`config.mk`:
```
export PLATFORM = sky130hd
export DESIGN_NAME = imem_load_ctrl_flat
export DESIGN_NICKNAME = d
export VERILOG_FILES = /design/src/rtl/imem_ctrl_pkg.sv /design/src/rtl/imem_load_ctrl_if.sv /design/src/rtl/imem_load_ctrl_byte_packer.sv /design/src/rtl/imem_load_ctrl.sv /design/src/flat_wrapper.sv
export SDC_FILE = /design/constraint.sdc
export NUM_CORES = 1
export LEC_CHECK = 0
export BUFFER_PORTS_ARGS = -buffer_cell sky130_fd_sc_hd__buf_2
export CAP_MARGIN = 25
export CORE_ASPECT_RATIO = 2
export CORE_MARGIN = 1
export CORE_UTILIZATION = 46
export DETAILED_ROUTE_END_ITERATION = 8
export PLACE_DENSITY_LB_ADDON = 0.15
export SYNTH_ARGS = -nofsm -noshare
export SYNTH_HDL_FRONTEND = slang
export SYNTH_SLANG_ARGS = --single-unit
```
`constraint.sdc`:
```
create_clock -name clk -period 3.43 [get_ports clk]
set_input_delay 0 -clock clk [delete_from_list [all_inputs] [get_ports clk]]
set_output_delay 0 -clock clk [all_outputs]
set_load 0.02 [all_outputs]
```
`src/rtl/imem_ctrl_pkg.sv`:
```
// Shared types and constants for the instruction-memory load controller.
// Holds the controller state encoding, the ARM NOP and default geometry.
package imem_ctrl_pkg;

    typedef enum logic [1:0] {
        IDLE  = 2'd0,
        LOAD  = 2'd1,
        WRITE = 2'd2,
        RUN   = 2'd3
    } state_t;

    localparam logic [31:0] NOP_INSTR = 32'hE1A00000;

    localparam int DEF_DEPTH  = 401;
    localparam int DEF_ADDR_W = 9;

endpackage

```
`src/rtl/imem_load_ctrl_if.sv`:
```
// Boot byte stream: valid/ready handshake from the UART/debug receiver.
// The receiver drives the master side, the load controller the slave side.
interface imem_load_ctrl_if;
    import imem_ctrl_pkg::*;

    logic       byte_valid;
    logic [7:0] byte_data;
    logic       byte_ready;

    modport master (
        output byte_valid,
        output byte_data,
        input  byte_ready
    );

    modport slave (
        input  byte_valid,
        input  byte_data,
        output byte_ready
    );

endinterface

```
`src/rtl/imem_load_ctrl_byte_packer.sv`:
```
// Packs an accepted byte stream into 32-bit little-endian words.
// Lane 0 lands in bits [7:0]; word_done flags the lane-3 accept.
module byte_packer (
    input  logic        clk,
    input  logic        reset,
    input  logic        clr,
    input  logic        en,
    input  logic [7:0]  data,
    output logic [31:0] word,
    output logic [1:0]  lane,
    output logic        word_done
);

    assign word_done = en && (lane == 2'd3);

    always_ff @(posedge clk or posedge reset) begin
        if (reset) begin
            lane <= 2'd0;
            word <= 32'd0;
        end else if (clr) begin
            lane <= 2'd0;
            word <= 32'd0;
        end else if (en) begin
            word[{lane, 3'b000} +: 8] <= data;
            lane                      <= lane + 2'd1;
        end
    end

endmodule

```
`src/rtl/imem_load_ctrl.sv`:
```
// Instruction RAM load/fetch sequencer: boots a program, then hands RAM to the CPU.
// Optional IMEM_BOUNDS_CHECK_EN: out-of-range fetches return NOP and set fetch_fault.
module imem_load_ctrl
    import imem_ctrl_pkg::*;
#(
    parameter int DEPTH  = DEF_DEPTH,
    parameter int ADDR_W = DEF_ADDR_W
) (
    input  logic              clk,
    input  logic              reset,
    input  logic              load_start,
    input  logic [ADDR_W:0]   load_words,
    imem_load_ctrl_if.slave   byte_if,
    output logic              mem_we,
    output logic [ADDR_W-1:0] mem_waddr,
    output logic [31:0]       mem_wdata,
    output logic [ADDR_W-1:0] mem_raddr,
    input  logic [31:0]       mem_rdata,
    input  logic [31:0]       cpu_pc,
    output logic [31:0]       cpu_instr,
    output logic              cpu_run,
    output logic [ADDR_W:0]   words_loaded
`ifdef IMEM_BOUNDS_CHECK_EN
    ,
    output logic              fetch_fault
`endif
);

    localparam logic [ADDR_W:0] DEPTH_W = (ADDR_W+1)'(DEPTH);
    localparam logic [ADDR_W:0] ONE_W   = (ADDR_W+1)'(1);

    state_t            state;
    logic              byte_ready_q;
    logic [ADDR_W:0]   cnt;
    logic [ADDR_W:0]   cnt_inc;
    logic [ADDR_W:0]   target;
    logic              accept;
    logic              word_done;
    logic [1:0]        lane;

    assign accept  = byte_if.byte_valid && byte_ready_q;
    assign cnt_inc = cnt + ONE_W;

    byte_packer u_packer (
        .clk       (clk),
        .reset     (reset),
        .clr       (load_start),
        .en        (accept),
        .data      (byte_if.byte_data),
        .word      (mem_wdata),
        .lane      (lane),
        .word_done (word_done)
    );

    // cnt doubles as the word pointer and the loaded-word count
    always_ff @(posedge clk or posedge reset) begin
        if (reset) begin
            state        <= IDLE;
            byte_ready_q <= 1'b0;
            mem_we       <= 1'b0;
            cpu_run      <= 1'b0;
            cnt          <= '0;
            target       <= '0;
        end else if (load_start) begin
            cnt    <= '0;
            target <= load_words;
            mem_we <= 1'b0;
            if (load_words == '0) begin
                state        <= RUN;
                byte_ready_q <= 1'b0;
                cpu_run      <= 1'b1;
            end else begin
                state        <= LOAD;
                byte_ready_q <= 1'b1;
                cpu_run      <= 1'b0;
            end
        end else begin
            unique case (state)
                IDLE: begin
                end
                LOAD: begin
                    if (word_done) begin
                        state        <= WRITE;
                        byte_ready_q <= 1'b0;
                        mem_we       <= (cnt < DEPTH_W);
                    end
                end
                WRITE: begin
                    cnt    <= cnt_inc;
                    mem_we <= 1'b0;
                    if (cnt_inc == target) begin
                        state   <= RUN;
                        cpu_run <= 1'b1;
                    end else begin
                        state        <= LOAD;
                        byte_ready_q <= 1'b1;
                    end
                end
                RUN: begin
                end
            endcase
        end
    end

    assign byte_if.byte_ready = byte_ready_q;
    assign mem_waddr          = cnt[ADDR_W-1:0];
    assign words_loaded       = cnt;

`ifdef IMEM_BOUNDS_CHECK_EN
    localparam logic [29:0] DEPTH_PC = 30'(DEPTH);

    logic oob;
    logic unused_pc;

    assign oob       = (cpu_pc[31:2] >= DEPTH_PC);
    assign unused_pc = ^{cpu_pc[1:0], lane};

    always_ff @(posedge clk or posedge reset) begin
        if (reset)
            fetch_fault <= 1'b0;
        else if (load_start)
            fetch_fault <= 1'b0;
        else if (state == RUN && oob)
            fetch_fault <= 1'b1;
    end

    always_comb begin
        mem_raddr = '0;
        cpu_instr = NOP_INSTR;
        if (state == RUN && !oob) begin
            mem_raddr = cpu_pc[ADDR_W+1:2];
            cpu_instr = mem_rdata;
        end
    end
`else
    logic unused_pc;

    assign unused_pc = ^{cpu_pc[31:ADDR_W+2], cpu_pc[1:0], lane};

    always_comb begin
        mem_raddr = '0;
        cpu_instr = NOP_INSTR;
        if (state == RUN) begin
            mem_raddr = cpu_pc[ADDR_W+1:2];
            cpu_instr = mem_rdata;
        end
    end
`endif

endmodule

```
`src/flat_wrapper.sv`:
```
// flat-port wrapper written by rule: the top's interface ports become plain ports
module imem_load_ctrl_flat import imem_ctrl_pkg::*;
#(
    parameter int DEPTH  = DEF_DEPTH,
    parameter int ADDR_W = DEF_ADDR_W
)
  (clk, reset, load_start, load_words, mem_we, mem_waddr, mem_wdata, mem_raddr, mem_rdata, cpu_pc, cpu_instr, cpu_run, words_loaded, byte_if_byte_valid, byte_if_byte_data, byte_if_byte_ready);
  imem_load_ctrl_if byte_if_i ();
  input  logic clk;
  input  logic reset;
  input  logic load_start;
  input  logic [ADDR_W:0] load_words;
  output logic mem_we;
  output logic [ADDR_W-1:0] mem_waddr;
  output logic [31:0] mem_wdata;
  output logic [ADDR_W-1:0] mem_raddr;
  input  logic [31:0] mem_rdata;
  input  logic [31:0] cpu_pc;
  output logic [31:0] cpu_instr;
  output logic cpu_run;
  output logic [ADDR_W:0] words_loaded;
  input wire logic [$bits(byte_if_i.byte_valid)-1:0] byte_if_byte_valid;
  input wire logic [$bits(byte_if_i.byte_data)-1:0] byte_if_byte_data;
  output wire logic [$bits(byte_if_i.byte_ready)-1:0] byte_if_byte_ready;
  assign byte_if_i.byte_valid = byte_if_byte_valid;
  assign byte_if_i.byte_data = byte_if_byte_data;
  assign byte_if_byte_ready = byte_if_i.byte_ready;
  imem_load_ctrl #(.DEPTH(DEPTH), .ADDR_W(ADDR_W)) u_core (.clk(clk), .reset(reset), .load_start(load_start), .load_words(load_words), .byte_if(byte_if_i), .mem_we(mem_we), .mem_waddr(mem_waddr), .mem_wdata(mem_wdata), .mem_raddr(mem_raddr), .mem_rdata(mem_rdata), .cpu_pc(cpu_pc), .cpu_instr(cpu_instr), .cpu_run(cpu_run), .words_loaded(words_loaded));
endmodule
```
==> flow_summary.yaml <==
outcome:
  outcome: "finished clean"
setup_path:
  path_max_fanout: 8
  cp.required_ns: 3.64
  regToRegStartpoint: "u_core.words_loaded[0]$_DFFE_PP0P_"
  r2r_setup_slack_ns: 1.27
  arrival_ns: 2.38
  criticalPathCategory: "reg -> reg"
  r2r_end: "u_core.byte_if.byte_ready$_DFFE_PP0P_"
  cp-startpoint: "u_core.words_loaded[0]$_DFFE_PP0P_"
  rr_worst_depth: 6
  worst_setup_path_start_kind: "flop"
  critPathCaptureType: "flop"
  endpoint: "u_core.byte_if.byte_ready$_DFFE_PP0P_"
floorplanning:
  io_pins: 181
  rows: 42
  core_area_um2: 6570
  die_w_um: 60.1
  fp.dieH_um: 118
  die-area_um2: 7110
  start_util: 0.474
timing:
  layout_setup_ws_ns: 1.27
  finClkSkew_ns: 0.00446
  finalHoldViolations: 0
  tightest_slew_ns: 0.938
  finalMaxSlewViolations: 0
  finalSetupTns_ns: 0
  period_share: 0.631
  rsz0062_at_grt: "no"
  setup-violations-final: 0
  fmax_ghz: 0.462
  fin_crit_ns: 2.16
  worst_hold_slack_ns: 0.214
  slew_headroom: 0.370
global_route:
  antenna_found_initial: 0
  gr-total-overflow: 0
  grt_pass1_vias: 3019
  grt_use_total: 0.270
  grt_first_pass_wirelength_mm: 14.2
  grt_start_max_net_pins: 43
logic_synthesis:
  async_reset_ff_frac: 1.00
  synthFlopType: "dfrtp_1"
  yosysMostFrequentCell: "dfrtp_1"
  synth_area_um2: 3110
  synth_simple_gate_area_frac: 0.204
  synthTopCellsByCount: "dfrtp_1 (59), and3_1 (35), nand2_1 (32), nor2_1 (24), a22o_1 (23)"
  synth_seq_cells: 59
  synthCells: 312
  synthAdderAreaFrac: 0.0282
  synth_edf_count: 0
  synth.distinct_cells: 39
  synth_top_area_cell: "dfrtp_1"
  yosysTopAreaCellShare: 0.475
  synth_top_family_by_area: "simple AND/OR/NAND/NOR gates"
  synth_compound_area_frac: 0.130
  syn_avg_cell_area_um2: 9.97
  synth-seq-area-share: 0.475
  muxShareOfSynthArea: 0.0362
  synth_warnings: 0
  synthTopCellsByArea: "dfrtp_1 (47%), and3_1 (7.0%), a22o_1 (6.5%)"
  synth_nets: 405
  synth_xor_area_frac: 0.0704
worst_hold_path:
  hold_start: "load_start"
  min_path_type: "in -> reg"
clocking:
  cts_sinks: 59
  clk_pin_slew_ns: 0.05
  numCtsBuffers: 9
  cts_tree: "done"
  clk_latency_ns: 0.33
  post_cts_buffers: 0
  postCtsHoldBufs: 20
  clockBufferDepth: 2
  cts_resized: 0
  root_buffer: "clkbuf_16"
  htreeDepth: 3
routing:
  top_layer: "met4"
  dr_wl_met3_um: 571
  drtIter0Drc: 178
  drc: 0
  wl_per_cell_um: 16.1
  via_per_inst: 5.29
  wl_met2_mm: 4.84
  ant_nets: 0
  vias: 2997
  dr.pass1.iters: 4
  wl_met1_mm: 3.43
  wl_mm: 9.15
final_layout:
  layoutNonFillerInstCount: 567
  num-fill-cells: 537
  final_nets: 568
  area_delta_synth_final_pct: 40.3
  antennaDiodeCount: 0
  layout-drive-gt1-share: 0.409
pwr:
  ir_drop_uv: 336
  power.leakage_nw: 2.36
  power_mw: 1.90
  p_per_area_nw_per_um2: 435
placed_design:
  dp_slack_ns: 1.28
  dp_hpwl_mm: 6.68
  dp_cells: 532
  gp_congestion: 0.905
  io_buffers: 157
flow_run:
  maxCapViolCount: 0
==> worst min-delay path by stage <==
stage	to	depth (start not counted)	slack, ns
floorplan	u_core.u_packer.word[10]$_DFFE_PP0P_	1	0.13
global placement	u_core.u_packer.word[4]$_DFFE_PP0P_	2	0.23
detailed placement	u_core.u_packer.word[6]$_DFFE_PP0P_	2	0.24
CTS	u_core.words_loaded[7]$_DFFE_PP0P_	2	0.21
global route	u_core.words_loaded[4]$_DFFE_PP0P_	2	0.25
finish	u_core.words_loaded[5]$_DFFE_PP0P_	2	0.21
==> power by group <==
group          internal (mW)  switching (mW)  leakage, nW
Combinational          0.122           0.170         1.44
Clock                  0.554           0.307        0.134
Sequential             0.724          0.0212        0.786
Total                   1.40           0.498         2.36
==> cell type report <==
| class | instances | area, µm² | share of cell area |
|---|---|---|---|
| Sequential cell | 59 | 1480 | 0.338 |
| Multi-Input combinational cell | 218 | 1460 | 0.334 |
| Clock inverter | 5 | 55.1 | 0.0126 |
| Inverter | 7 | 26.3 | 0.00602 |
| Tap cell | 88 | 110 | 0.0252 |
| Timing Repair Buffer | 180 | 1010 | 0.231 |
| Clock buffer | 10 | 229 | 0.0525 |
==> metrics by stage <==
stage	util	cell area [µm²]
2_1_floorplan	-	3110
3_3_place_gp	0.591	3880
3_5_place_dp	0.591	3880
4_1_cts	0.665	4370
5_1_grt	0.665	4370
6_report	0.665	4370
==> state kept, by name, summed over array words and instances, names as in the netlist <==
name,cells
u_core.u_packer.word,32
u_core.target,10
u_core.words_loaded,10
u_core.state,2
u_core.u_packer.lane,2
u_core.byte_if.byte_ready,1
u_core.cpu_run,1
u_core.mem_we,1
==> cells in the final DEF, fill, tap and decap left out, types with 2 or more instances in the layout <==
cell type	n
or2_2	6
ha_1	7
nand4_1	5
dfrtp_1	59
inv_1	6
a211oi_1	2
a22o_1	23
a21oi_1	6
nor3_1	5
buf_4	3
clkinvlp_4	2
nor2_1	24
nand2_1	32
and3_1	35
mux2_2	10
clkbuf_16	9
nand3_1	5
buf_2	157
xnor2_1	16
nand2b_1	2
clkinv_2	2
dlygate4sd3_1	20
xor2_1	9
o21ai_0	15
==> layer usage <==
| metal | track usage | up-vias |
|---|---|---|
| met5 | 0 | - |
| met4 | 0.138 | 0 |
| met3 | 0.0646 | 26 |
| met2 | 0.460 | 138 |
| met1 | 0.293 | 1423 |
| li1 | - | 1410 |
==> critical path, cell delays in order (launching register included) <==
cell,delay (ns)
dfrtp_1,0.51
inv_1,0.08
ha_1,0.33
xor2_1,0.17
nor3_1,0.32
nand4_1,0.23
o41a_1,0.41
==> cell families (layout without fill, tap and decap cells) <==
logic type	count (synthesis)	count (layout)
flip-flops	59	59
XOR/XNOR	25	25
AND/OR/NAND/NOR	123	123
adder cells (fa/ha/maj)	7	7
multiplexers	10	10
AO/OA/AOI/OAI	53	53
buffers and inverters	35	202
(Power assumes the default switching activity.)
